**config.mk**
```make
export PLATFORM = sky130hd
export DESIGN_NAME = contador_viagem
export DESIGN_NICKNAME = d
export VERILOG_FILES = /design/src/rtl/elevator_sim_pkg.sv /design/src/rtl/elevator_plant_model_contador_viagem.sv
export SDC_FILE = /design/constraint.sdc
export NUM_CORES = 1
export LEC_CHECK = 0
export BUFFER_PORTS_ARGS = -buffer_cell sky130_fd_sc_hd__clkbuf_2
export CAP_MARGIN = 20
export CORE_AREA = 2 2 42 44
export CTS_CLUSTER_SIZE = 10
export DETAILED_ROUTE_END_ITERATION = 7
export DIE_AREA = 0 0 44 46
export PLACE_DENSITY = 0.66
export SLEW_MARGIN = 5
export SYNTH_ARGS = -nofsm -noshare
export SYNTH_HDL_FRONTEND = slang
export SYNTH_SLANG_ARGS = --single-unit
```
**constraint.sdc**
```tcl
create_clock -name clock -period 4.45 [get_ports clock]
set_input_delay 0.89 -clock clock [delete_from_list [all_inputs] [get_ports clock]]
set_output_delay 0.89 -clock clock [all_outputs]
set_load 0.005 [all_outputs]
```
**src/rtl/elevator_sim_pkg.sv**
```systemverilog
// Shared types and helpers for the elevator plant model: FSM states, travel
// direction and the active-low one-hot floor sensor encoding.
package elevator_sim_pkg;

  typedef enum logic [1:0] {
    PARADO   = 2'd0,
    TRANSITO = 2'd1,
    CHEGADA  = 2'd2
  } estado_t;

  typedef enum logic {
    DIR_SOBE  = 1'b0,
    DIR_DESCE = 1'b1
  } direcao_t;

  localparam int MAX_FLOORS = 16;

  // Sensor word for a car parked at 'floor': that bit low, all others high.
  function automatic logic [MAX_FLOORS-1:0] sensor_neg(input logic [3:0] floor);
    return ~(16'd1 << floor);
  endfunction

endpackage

```
**src/rtl/elevator_plant_model_contador_viagem.sv**
```systemverilog
// Travel counter between two floors: clears, counts up, holds, or mirror-loads
// (TRAVEL_CYCLES-1-count) so a reversal covers the distance already travelled.
module contador_viagem
  import elevator_sim_pkg::*;
#(
  parameter int TRAVEL_CYCLES = 2500
) (
  input  logic clock,
  input  logic reset,
  input  logic clr,
  input  logic inc,
  input  logic mirror,
  output logic no_fim
);

  localparam int CNT_W = $clog2(TRAVEL_CYCLES);
  localparam logic [CNT_W-1:0] LAST = CNT_W'(TRAVEL_CYCLES - 1);

  logic [CNT_W-1:0] count;

  always_ff @(posedge clock) begin
    if (reset || clr) begin
      count <= '0;
    end else if (mirror) begin
      count <= LAST - count;
    end else if (inc) begin
      count <= count + CNT_W'(1);
    end
  end

  assign no_fim = (count == LAST);

endmodule

```
=== Word-level counts from Yosys, hierarchy flattened ===
Cells that the tools add are included.

* Input port bits: 5
* Bits in registers: 12
* Output and inout bits: 1

* Reduce and logical (&&, ||, !) cells: 2
* Muxes and demuxes: 2
* Add/sub/neg operators: 2
* Eq/ne operators: 1

{| class="wikitable"
|+ Operator list
! operator !! count
|-
| $mux 12 || 2
|-
| $add 12x1->12 const B || 1
|-
| $eq 12x12->1 const B || 1
|-
| $sub 12x12->12 const A || 1
|-
| $reduce_bool 2->1 || 1
|-
| $logic_or 1x1->1 || 1
|}

=== Depth between registers and ports, before layout ===
Gate-level depths: netlist of run 1.

* Word-level depth: 3
* Depth in mapped cells: 6
* Mapped depth without buffers: 6

=== Worst setup path after synthesis of run 1 ===
Ideal clock, no wire load.

* Kind: register to output
* Start point: reg count[3]
* End point: out no_fim
* Required time: 3.560 ns
* Data arrival time: 1.068 ns
* Cell stages (with the launch flop): 6
* Path slack: 2.492 ns
* Path buffers: 0
* Cells stage by stage: dfxtp_1 -> inv_1 -> ha_1 -> nor3b_1 -> nand4_1 -> nor2_1

* Word-level cells in the longest chain between the ends: 1

{| class="wikitable"
|+ RTL lines
! element !! line !! source
|-
| start: declaration || elevator_plant_model_contador_viagem.sv:19 || <nowiki>logic [CNT_W-1:0] count;</nowiki>
|-
| start signal: assignment || elevator_plant_model_contador_viagem.sv:25 || <nowiki>count <= LAST - count;</nowiki>
|-
| start signal: assignment || elevator_plant_model_contador_viagem.sv:27 || <nowiki>count <= count + CNT_W'(1);</nowiki>
|-
| $eq 12x12->1 || elevator_plant_model_contador_viagem.sv:31 || <nowiki>assign no_fim = (count == LAST);</nowiki>
|-
| end: declaration || elevator_plant_model_contador_viagem.sv:13 || <nowiki>output logic no_fim</nowiki>
|}

Every way passes these cells.

=== Worst setup path in the final report of run 1 ===
Same ends and word-level chain as after synthesis.

==> metrics list, run 1 <==
- The first global-routing pass estimated 2.38 mm of wire.
- Final hold viol count: 0
- Counting every instance in the synthesized netlist gives 91.
* Worst Tran Pin Value: 0.466 ns
- The tree built by TritonCTS fans out to 12 sinks.
* Cell at the root of the clock tree: sky130_fd_sc_hd__clkbuf_4
- Switching power summed over all nets: 0.0000492 W
- EDFF count, synth: 0
- In this run the deepest clock path goes through 2 buffers.
- Port buffer count: 5
- Core occupancy in the finished layout: 0.487
- GPL Wtd Cong: 0.761
- After synthesis, the mean cell area works out to 8.13 um2.
* Reg clk slew, reported paths: 0.08 ns
- The number of buffers and inverters on the critical path is 2.
* Wire length per cell: 12.8 um
- Antenna cells: 0
- H-Tree Depth: 1
- Total Routing Usage GR: 0.162
- Register ranked first by flip-flop count: count
* Setup repair bufs after CTS: 0
* Startpoint type of the worst setup path: register
- Share of the clock period used by the worst path after layout: 0.581
- Vias after detailed routing: 659
* Register bit total from synthesis: 12
- Commonest cells after routing, fill and taps aside: sky130_fd_sc_hd__dfxtp_1, sky130_fd_sc_hd__nor2_1, sky130_fd_sc_hd__inv_1, sky130_fd_sc_hd__nand2_1, sky130_fd_sc_hd__a21oi_1
- After layout, the design draws a total of 0.000199 W.
- Summed over all nets, the half-perimeter wirelength after detailed placement is 1.05 mm.
- After layout, the minimum clock period comes to ~2.6 ns.
- # DRC: 0
- Final setup violation count: 0
- Max-cap violations in this run came to 0.
- The area growth from synthesis to layout is 6.26%.
* Critical path start-end classification: reg -> out
- I/O pin cnt: 6
- Element type at the critical path end: output pin
- The die is approximately 46 um tall.
- Once detail routing completed, the nets flagged for antenna violations numbered 0.
- Worst-case hold slack: 0.501 ns
* Pin count of the biggest net entering global routing: 15
* Headroom to the max-slew limit: 0.688
* Die Span X: ~44 um
- Switching part of the total power: 0.247
* Final Net Count: ~110
* Net count of the mapped netlist: 99
- The signal on the critical path passes through inv_1 -> ha_1 -> nor3b_1 -> nand4_1 -> nor2_1 -> clkbuf_2.
- The internal portion of the total power is about 0.00015 W.
* Congestion Overflow GR: 0
* Iter 0 DRT Violations: 17
* Final total negative setup slack: 0 ns
- Worst stage delay on the critical path: 0.42 ns
* Run status: completed
- The core region is between 1500 and 2000 um2.
* Placed Cells: 109
- The tightest min-delay check is of the reg -> reg type.
- Maximum fanout encountered on the critical timing path: 6
- In this run the static leakage power is 0.302 nW.
- Delay-heaviest family, CP: simple AND/OR/NAND/NOR gates
- Pwr Density: 253 nW/um2
- Clock latency on the worst-skew pair, taken at its later pin, is roughly 0.27 ns.
- Among all stages on the critical path, the largest delay is contributed by sky130_fd_sc_hd__nor3b_1.
- Counting flops with an async set or reset pin after synthesis yields a share of 0.
* Most used flip-flop cell after synthesis: sky130_fd_sc_hd__dfxtp_1
- Number of max-slew violations in the final report: 0
- The number of global-route vias before repair is around 540.
- The worst-case IR drop observed on VDD is 0.127 mV.
- Of the total power, registers draw 0.570.
- Post-Route Skew: 0.00750 ns
- The mapped netlist covers about 740 um2.
* CP arrival: approximately 1.7 ns
- Distinct cells, synth: 34
* Fmax achieved: 387 MHz
* Std-Cell Rows: 15
- The floorplan step defined a die boundary enclosing 2020 um2.
* Post-route non-filler standard cell count: 112
* Cell type contributing the most total cell area after synthesis: sky130_fd_sc_hd__dfxtp_1
- The number of antenna violations at the first check in global routing was 0.
- Top-area cell type share of the netlist area: 0.325
* Synth warn: 0
- Setup repair after global routing left no endpoint under its margin.
* CTS tree: yes
- Fraction of layout instances using a drive strength above 1: 0.126
- Clock share of power: 0.338
* Fraction of the yosys area taken by sequential cells: 0.325
- Hold repair after CTS inserted 0 buffers.
- Part of the total power dissipated in combinational logic: 0.092
- Initial core utilization: 0.458
- In this run, post-CTS repair resized a total of 0 instances.
- Summed over all layers, the routed wires come to 1.44 mm.
* Top Registers: count: 12 flops
* Count of TritonRoute iterations in the first routing pass: 4
- Data required time of the worst path: 3.56 ns
- Number of flip-flops under the largest register name: 12
- After synthesis, the cell types taking the most area are sky130_fd_sc_hd__dfxtp_1, sky130_fd_sc_hd__nor2_1, sky130_fd_sc_hd__ha_1, sky130_fd_sc_hd__xnor2_1, sky130_fd_sc_hd__a21oi_1.
- Buffers inserted during clock tree synthesis total 3.
- Number of vias per cell after detailed routing: about 5.9
* Most common cell after layout, fill and taps aside: sky130_fd_sc_hd__dfxtp_1
==> tightest hold or removal path, cell delays in order, from the launching register on <==
cell	delay, ns
sky130_fd_sc_hd__dfxtp_1	0.34
sky130_fd_sc_hd__nand3_1	0.07
sky130_fd_sc_hd__a21oi_1	0.05
==> power by group through the flow <==
| stage | Clock [W] | Combinational [W] | Sequential, W |
|---|---|---|---|
| after floorplan | 0 | 0.0000137 | 0.000115 |
| after global placement | 0 | 0.0000182 | 0.000116 |
| after detailed placement | 0 | 0.0000184 | 0.000116 |
| after CTS | 0.0000706 | 0.0000186 | 0.000113 |
| after global routing | 0.0000754 | 0.0000211 | 0.000114 |
| final | 0.0000673 | 0.0000184 | 0.000113 |
==> cell type report <==
class | count | area, um2
Sequential cell | 12 | 240
Multi-Input combinational cell | 69 | 454
Fill cell | 166 | 828
Tap cell | 17 | 21.3
Timing Repair Buffer | 5 | 25.0
Inverter | 6 | 22.5
Clock buffer | 3 | 22.5
==> Yosys cell counts (2+ instances only) <==
cell	n
sky130_fd_sc_hd__a211oi_1	2
sky130_fd_sc_hd__a21oi_1	6
sky130_fd_sc_hd__and3_1	2
sky130_fd_sc_hd__clkbuf_1	3
sky130_fd_sc_hd__dfxtp_1	12
sky130_fd_sc_hd__ha_1	3
sky130_fd_sc_hd__inv_1	6
sky130_fd_sc_hd__nand2_1	6
sky130_fd_sc_hd__nand3_1	4
sky130_fd_sc_hd__nand4_1	2
sky130_fd_sc_hd__nor2_1	11
sky130_fd_sc_hd__o21ai_0	5
sky130_fd_sc_hd__o31ai_1	3
sky130_fd_sc_hd__or3_1	2
sky130_fd_sc_hd__xnor2_1	4
sky130_fd_sc_hd__xor2_1	2
==> cells by family (layout without fill, tap and decap cells) <==
family,count (synthesis),count (layout),synth area share
simple gates,37,37,0.284
compound gates,22,22,0.195
fa+ha+maj,3,3,0.0508
buf+inv,10,14,0.0609
flops,12,12,0.325
xor+xnor,6,6,0.0711
mux,1,1,0.0135
==> through the flow <==
stage	instance area, um2	setup slack, ns
2_1_floorplan	739	2.49
3_3_place_gp	763	2.14
3_5_place_dp	763	2.17
4_1_cts	786	1.86
5_1_grt	786	1.75
6_report	786	1.87
==> routing by layer <==
layer / wire length (um) / vias up / global-route usage
met5: 0 / - / 0
met2: 616 / 8 / 0.244
met1: 752 / 299 / 0.221
li1: - / 347 / -
met4: 31 / 0 / 0.0727
met3: 35 / 5 / 0.0357
==> path summary, 6_finish.rpt <==
check	start	slack (ns)	to	depth (start not counted)
max	count[3]	1.87	no_fim	6
min	count[8]	0.50	count[8]	2
max reg2reg	count[4]	2.73	count[11]	4
min reg2reg	count[8]	0.50	count[8]	2
(Power assumes the default switching activity.)
==> run 2, diff against run 1 <==
--- a/config.mk
+++ b/config.mk
@@ -5,13 +5,14 @@
 export SDC_FILE = /design/constraint.sdc
 export NUM_CORES = 1
 export LEC_CHECK = 0
+export ABC_AREA = 1
 export BUFFER_PORTS_ARGS = -buffer_cell sky130_fd_sc_hd__clkbuf_2
 export CAP_MARGIN = 20
-export CORE_AREA = 2 2 42 44
+export CORE_AREA = 2 2 43 45
 export CTS_CLUSTER_SIZE = 10
 export DETAILED_ROUTE_END_ITERATION = 7
-export DIE_AREA = 0 0 44 46
-export PLACE_DENSITY = 0.66
+export DIE_AREA = 0 0 45 47
+export PLACE_DENSITY = 0.65
 export SLEW_MARGIN = 5
 export SYNTH_ARGS = -nofsm -noshare
 export SYNTH_HDL_FRONTEND = slang
==> constraint.sdc (replaced) <==
create_clock -name clock -period 2.4 [get_ports clock]
set_input_delay 0.48 -clock clock [delete_from_list [all_inputs] [get_ports clock]]
set_output_delay 0.48 -clock clock [all_outputs]
set_load 0.005 [all_outputs]
==> metrics list, run 2 <==
* Count of TritonRoute iterations in the first routing pass: 1 (-3)
- Number of violations of the max-capacitance limit: 0 (unchanged)
* Fraction of layout instances using a drive strength above 1: 0.220 (+0.0932)
* Half-perimeter wire length after placement: 1.22 mm (+16%)
- CTS placed an instance of sky130_fd_sc_hd__clkbuf_4 at the clock tree root.
- Initial core utilization: 0.470 (+0.0116)
- By instance count, the leading cell after synthesis is sky130_fd_sc_hd__nand2_1.
- Leak: 0.336 nW (+11%)
- Top Registers: count: 12 flops
- Net count of the mapped netlist: 123 (+24%)
* Worst setup path end: no_fim
* Most used flip-flop cell after synthesis: sky130_fd_sc_hd__dfxtp_1
- Switching power summed over all nets: 0.000109 W (+120%)
- The number of I/O pins came to 6 (unchanged).
- Worst Tran Pin Value: 0.275 ns (-0.191 ns)
- Cell type contributing the most total cell area after synthesis: sky130_fd_sc_hd__dfxtp_1
- Register bit total from synthesis: 12 (unchanged)
* Critical Path Start: count[2]
* Type of the tightest min-delay check: reg -> reg
- The global router's overall resource usage is 0.177 (+0.0141).
* Remaining antenna violation count: 0 (unchanged)
- Startpoint type of the worst setup path: register
* Final total negative setup slack: 0 ns (unchanged)
* Async S/R FF share, synth: 0 (unchanged)
- By startpoint and endpoint, the worst setup path is classified as reg -> out.
* Area of all placed cells without fillers: 847 um2 (+7.8%)
* Commonest cells after routing, fill and taps aside: sky130_fd_sc_hd__nand2_1, sky130_fd_sc_hd__nor2_1, sky130_fd_sc_hd__nand3_1, sky130_fd_sc_hd__dfxtp_1, sky130_fd_sc_hd__a21oi_1
- The final count of negative-setup-slack endpoints came to 0 (unchanged).
- Design internal power: 0.000315 W (+110%)
* Post-Synthesis Mean Instance Area: 6.75 um2 (-17%)
* FF-to-FF setup slack: 0.96 ns (-1.77 ns)
* Most common cell after layout, fill and taps aside: sky130_fd_sc_hd__nand2_1
* GPL Wtd Cong: 0.792 (+4.1%)
- The clock latency on the worst-skew pair was 0.28 ns (about the same).
- Number of flip-flops under the largest register name: 12 (unchanged)
- Die outline height: 47 um (+2.2%)
* Final hold viol count: 0 (unchanged)
- Capture point of the worst reg-to-reg path: count[10]
* Area of the die: 2120 um2 (+4.5%)
- The number of port buffers was 5 (unchanged).
* Post-cts resize count: 0 (unchanged)
- The number of hold buffers added after cts came to 0 (unchanged).
- Area after detailed placement: 811 um2 (+6.2%)
- Headroom to the max-slew limit: 0.816 (+0.128)
* Synth warn: 0 (unchanged)
- In the finished design, the share of the clock period the worst path needs comes to 0.819.
- In the post-synthesis netlist, the biggest area contributors are sky130_fd_sc_hd__dfxtp_1, sky130_fd_sc_hd__nand2_1, sky130_fd_sc_hd__nand3_1, sky130_fd_sc_hd__nor2_1, sky130_fd_sc_hd__a21oi_1.
- Antenna cells: 0 (unchanged)
- The row count was 15 (unchanged).
- Pin count of the biggest net entering global routing: 13 (-2)
- Clock Sink Count: 12 (unchanged)
- Data required time of the worst path: 1.92 ns (-1.64 ns)
- The wire length of the first global-routing pass came to 2.66 mm (+12%).
* H-Tree Depth: 1 (unchanged)
- Start of the worst register-to-register path: count[2]
- Switching part of the total power: 0.257 (+0.00985)
- Initial antenna violation count: 0 (unchanged)
- Vias after detailed routing: 718 (+9.0%)
- Maximum clock path buffer count: 2 (unchanged)
* Number of buffers inserted during clock tree synthesis: 3 (unchanged)
* Post-Route Skew: 0.000955 ns (-0.00655 ns)
* Final wirelength: 1.52 mm (+6.1%)
- Clock period minus final worst setup slack: between 1.5 and 2 ns
- Number of fill cells: 180 (+8.4%)
* # DRC: 0 (unchanged)
* Reg clk slew, reported paths: 0.08 ns (about the same)
- Number of global-route vias before repair: 656 (+22%)
* Register ranked first by flip-flop count: count
* EDFF count, synth: 0 (unchanged)
- Element type at the critical path end: output pin
* Unrepaired setup endpoints after global routing: false
* Fraction of the yosys area taken by sequential cells: 0.310 (-0.0152)
* Clock share of power: 0.387 (+0.049)
- The total standard cell area after synthesis was 776 um2 (+4.9%).
- The number of setup buffers added after CTS is 0 (unchanged).
- Worst vdd rail ir drop: 0.237 mV (+86%)
- Core Region: 1650 um2 (+2.3%)
- Synth top cells by count: sky130_fd_sc_hd__nand2_1, sky130_fd_sc_hd__nor2_1, sky130_fd_sc_hd__dfxtp_1, sky130_fd_sc_hd__nand3_1, sky130_fd_sc_hd__a21oi_1
- The flow ran to the end, and the final reports show no timing, DRC or antenna violations.
- Placed Cells: 136 (+25%)
* Final Net Count: 132 (+26%)
- CP arrival: 1.49 ns (-0.20 ns)
* Synthesis-to-finish area growth: 9.19%
- Top-area cell type share of the netlist area: 0.310 (-0.0152)
- Iter 0 DRT Violations: 0 (-17)
* Pwr Density: 501 nW/um2 (+98%)
- Reg2reg path depth: 8 (+4)
- The number of non-filler instances in the completed layout came to 140 (+25%).
- The number of different library cells in the post-synthesis netlist is 26 (-24%).
- The share of power burned in combinational logic was 0.111 (+0.019).
- The horizontal extent of the die is 45 um (+2.3%).
* Congestion Overflow GR: 0 (unchanged)
- Number of vias per cell after detailed routing: 5.13 (-13%)
- The highest fanout seen on the critical path is 5 (-1).
- The number of instances in the synthesized netlist came to 115 (+26%).
- For this run, the top clock speed supported by timing is 509 MHz.
- Sequential Power Share: 0.502 (-0.068)
- The final routed wire length divided by cell count was 10.9 um (-15%).
- Number of max-slew violations in the final report: 0 (unchanged)
- CTS tree: yes
==> run 2: changes by cell type in the layout (fill, tap and decap cells not counted), moves of 3 or more <==
| cell | previous run | this run |
|---|---|---|
| sky130_fd_sc_hd__inv_2 | 0 | 4 |
| sky130_fd_sc_hd__nand3_1 | 4 | 12 |
| sky130_fd_sc_hd__nor2_1 | 11 | 14 |
| sky130_fd_sc_hd__o31ai_1 | 3 | 0 |
| sky130_fd_sc_hd__a21oi_1 | 6 | 10 |
| sky130_fd_sc_hd__xnor2_1 | 4 | 0 |
| sky130_fd_sc_hd__nand2_1 | 6 | 25 |
==> run 2: final cells by class <==
| cell class | count | area, um2 | area share |
|---|---|---|---|
| Multi-Input combinational cell | 89 | 469 | 0.554 |
| Timing Repair Buffer | 6 | 32.5 | 0.0384 |
| Clock buffer | 4 | 36.3 | 0.0428 |
| Inverter | 12 | 47.5 | 0.0561 |
| Tap cell | 17 | 21.3 | 0.0251 |
| Sequential cell | 12 | 240 | 0.284 |
==> run 2: metal layers <==
layer / vias to the layer above / track usage / wire, um
li1: 401 / - / -
met1: 305 / 0.194 / 731
met2: 10 / 0.306 / 718
met3: 2 / 0.0731 / 62
met4: 0 / 0.0647 / 11
met5: - / 0 / 0
==> run 2: through the flow <==
stage,hold slack [ns],setup WS [ns],power (W),utilization
final,0.504,0.434,0.000424,0.513
after global routing,0.531,0.275,0.000449,0.513
after CTS,0.510,0.424,0.000433,0.513
after detailed placement,0.490,0.743,0.000265,0.491
after global placement,0.484,0.775,0.000264,0.491
after floorplan,0.459,0.933,0.000254,-
==> run 2: power groups by stage <==
stage	registers (W)	logic (W)	clock network, W
floorplan	0.000216	0.0000378	0
global placement	0.000218	0.0000467	0
detailed placement	0.000218	0.0000473	0
CTS	0.000213	0.0000475	0.000172
global route	0.000214	0.0000550	0.000180
finish	0.000213	0.0000471	0.000164
==> run 2: cell families after synthesis <==
kind of cell               share of synthesized area
AOI/OAI and AO/OA                              0.148
xor gates and xnor gates                      0.0113
adders and majority gates                     0.0484
buffers and inverters                         0.0855
DFF                                            0.310
and+or+nand+nor                                0.397
==> run 2: how the worst min path moves through the flow <==
stage	start	endpoint	slack [ns]	depth (start not counted)
6_report	count[0]	count[0]	0.50	1
2_1_floorplan	count[0]	count[0]	0.46	1
4_1_cts	count[0]	count[0]	0.51	1
3_5_place_dp	count[0]	count[0]	0.49	1
3_3_place_gp	count[0]	count[0]	0.48	1
5_1_grt	count[0]	count[0]	0.53	1
==> run 2: critical path, stage by stage (launching register included) <==
cell and delay, ns:
sky130_fd_sc_hd__dfxtp_1 0.36, sky130_fd_sc_hd__inv_1 0.13, sky130_fd_sc_hd__ha_1 0.19, sky130_fd_sc_hd__nand3_1 0.14, sky130_fd_sc_hd__nor4_1 0.24, sky130_fd_sc_hd__clkbuf_2 0.15
==> run 3, diff against run 2 <==
--- a/config.mk
+++ b/config.mk
@@ -12,7 +12,7 @@
 export CTS_CLUSTER_SIZE = 10
 export DETAILED_ROUTE_END_ITERATION = 7
 export DIE_AREA = 0 0 45 47
-export PLACE_DENSITY = 0.65
+export PLACE_DENSITY = 0.68
 export SLEW_MARGIN = 5
 export SYNTH_ARGS = -nofsm -noshare
 export SYNTH_HDL_FRONTEND = slang
==> constraint.sdc (replaced) <==
create_clock -name clock -period 1.6 [get_ports clock]
set_input_delay 0.32 -clock clock [delete_from_list [all_inputs] [get_ports clock]]
set_output_delay 0.32 -clock clock [all_outputs]
set_load 0.005 [all_outputs]
==> metrics list, run 3 (synthesis gave the netlist of run 2 again) <==
- Antenna cells: 0 (unchanged)
* Initial core utilization: 0.470 (unchanged)
- Later-pin clock latency in the skew report: 0.28 ns (about the same)
- Total Routing Usage GR: 0.187 (+0.0102)
* Number of violations of the max-capacitance limit: 0 (unchanged)
- The final hold violation count came to 0 (unchanged).
- The number of max-slew violations in the final report is 0 (unchanged).
- Port buffer count: 5 (unchanged)
* Hold path start: reset
- The clock sink total was 12 (unchanged).
* Top Registers: count: 12 flops
- Global-route wire length before repair: 2.81 mm (+5.4%)
- The number of hold buffers added after cts is 0 (unchanged).
* Fraction of layout instances using a drive strength above 1: 0.344 (+0.124)
- Derived from the worst setup path, the maximum achievable clock frequency is roughly 630 MHz.
- The final setup TNS came to 0 ns (unchanged).
- Remaining antenna violation count: 0 (unchanged)
- The maximum vdd drop was 0.438 mV (+85%).
- The maximum clock insertion buffer count is 2 (unchanged).
- Std-Cell Rows: 15 (unchanged)
- Die outline height: 47 um (unchanged)
* Final wirelength: 1.69 mm (+11%)
- The placed wire-length estimate after detailed placement came to 1.21 mm (-1.0%).
* # DRC: 0 (unchanged)
- CP arrival: 1.28 ns (-0.21 ns)
- Cell at the root of the clock tree: sky130_fd_sc_hd__clkbuf_4
* Wire length per cell: 11.9 um (+9.5%)
- Headroom to the max-slew limit: 0.814 (-0.00246)
- The overall via count from detail_route came to 757 (+5.4%).
- The area of all placed cells without fillers came to 922 um2 (+8.9%).
* Area after detailed placement: 811 um2 (unchanged)
- The core area was 1650 um2 (unchanged).
* Final Net Count: 135 (+2.3%)
- The number of flip-flops under the largest register name is 12 (unchanged).
- STA classifies the critical path startpoint as a register.
- Synthesis-to-finish area growth: 18.9%
* Final setup violation count: 0 (unchanged)
* Clock period minus final worst setup slack: 1.60 ns
- Core occupancy in the finished layout: 0.558 (+0.0455)
* H-Tree Depth: 1 (unchanged)
- Congestion Overflow GR: 0 (unchanged)
- In the layout the commonest cells are sky130_fd_sc_hd__nand2_1, sky130_fd_sc_hd__nor2_1, sky130_fd_sc_hd__nand3_1.
- The stage delay of the slowest cell on the critical path came to 0.34 ns (-0.02 ns).
- The endpoint required time on the critical path was 1.28 ns (-0.64 ns).
* Maximum fanout encountered on the critical timing path: 4 (-1)
- CP Cell Sequence: or2_4 -> nor4_2 -> buf_2
- Unrepaired setup endpoints after global routing: true
* Worst slack, placed: 0.0915 ns (-0.652 ns)
- The overall die area was 2120 um2 (unchanged).
* Run status: completed
- Counting flops per register, the top entry is count.
* Most common cell after layout, fill and taps aside: sky130_fd_sc_hd__nand2_1
- Initial antenna violation count: 0 (unchanged)
- The leakage dissipation came to 0.357 nW (+6.4%).
- The critical path in this run is classified as reg -> out.
* Slowest cell on the critical path: sky130_fd_sc_hd__dfxtp_2
- The power density of the placed cells was 641 nW/um2 (+28%).
- Element type at the critical path end: output pin
- GPL Wtd Cong: 0.833 (+5.1%)
- CTS tree: yes
- Worst Tran Pin Value: 0.279 ns (+0.00368 ns)
* Post-Route Skew: 0.00614 ns (+0.00518 ns)
- Number of global-route vias before repair: 659 (+0.46%)
* Pin count of the biggest net entering global routing: 13 (unchanged)
- The critical path buffer and inverter count is 1 (-1).
- Critical Path Start: count[9]
- Start of the worst register-to-register path: count[0]
* Type of the tightest min-delay check: in -> reg
* Iter 0 DRT Violations: 23 (+23)
- The overall power consumption is 0.000591 W (+39%).
- The number of buffers created by CTS is 3 (unchanged).
- I/O pin cnt: 6 (unchanged)
* Die Span X: 45 um (unchanged)
- Worst-case setup margin in the final layout: 0.00402 ns (-0.430 ns)
- Delay-heaviest family, CP: simple AND/OR/NAND/NOR gates
- In the finished design, the share of the clock period the worst path needs comes to 0.997.
- Number of vias per cell after detailed routing: 5.33 (+3.9%)
- The first-pass iteration count of the detailed router was 4 (+3).
- The clock-pin slew on the worst setup and hold paths is 0.07 ns (about the same).
==> run 3: final timing paths <==
path	to	slack (ns)	cells past startpoint
min	count[7]	0.46	5
max	no_fim	0.004	3
max reg2reg	count[11]	0.30	8
min reg2reg	count[8]	0.50	2
==> run 3: final cells by class <==
class | instances | area, um2
Sequential cell | 12 | 255
Fill cell | 168 | 729
Tap cell | 17 | 21.3
Timing Repair Buffer | 9 | 55.1
Inverter | 12 | 50.0
Multi-Input combinational cell | 89 | 518
Clock buffer | 3 | 22.5
==> run 3: layer usage <==
metal | wire, um | vias up | track usage
met3 | 91 | 2 | 0.0692
met2 | 773 | 21 | 0.314
li1 | - | 406 | -
met5 | 0 | - | 0
met1 | 817 | 328 | 0.224
met4 | 8 | 0 | 0.0529
==> run 3: worst reg2reg max path: stages, from the launching register on <==
cell	delay (ns)
sky130_fd_sc_hd__dfxtp_2	0.36
sky130_fd_sc_hd__buf_4	0.13
sky130_fd_sc_hd__nand3_1	0.07
sky130_fd_sc_hd__nor2_1	0.24
sky130_fd_sc_hd__nand3_1	0.13
sky130_fd_sc_hd__nand2_2	0.11
sky130_fd_sc_hd__nand3_2	0.06
sky130_fd_sc_hd__nand2_1	0.08
sky130_fd_sc_hd__nor2_2	0.03
==> run 3: per-stage QoR <==
step | instances | hold WS (ns)
finish | 142 | 0.462
global route | 142 | 0.470
CTS | 142 | 0.446
detailed placement | 136 | 0.489
global placement | 136 | 0.483
floorplan | 115 | 0.459
==> run 3: what timing repair did <==
item,4_1_cts,5_1_grt
cloned,0,0
resized for setup,19,3
pin swaps,2,1
buffers inserted,3,0
endpoints found under the setup margin,1,1
==> run 3: report_power, final <==
part / internal (W) / leakage (nW) / switching (W) / total, W
logic: 0.0000330 / 0.242 / 0.0000518 / 0.0000848
clock network: 0.0000874 / 0.0138 / 0.000100 / 0.000188
registers: 0.000307 / 0.102 / 0.0000114 / 0.000319
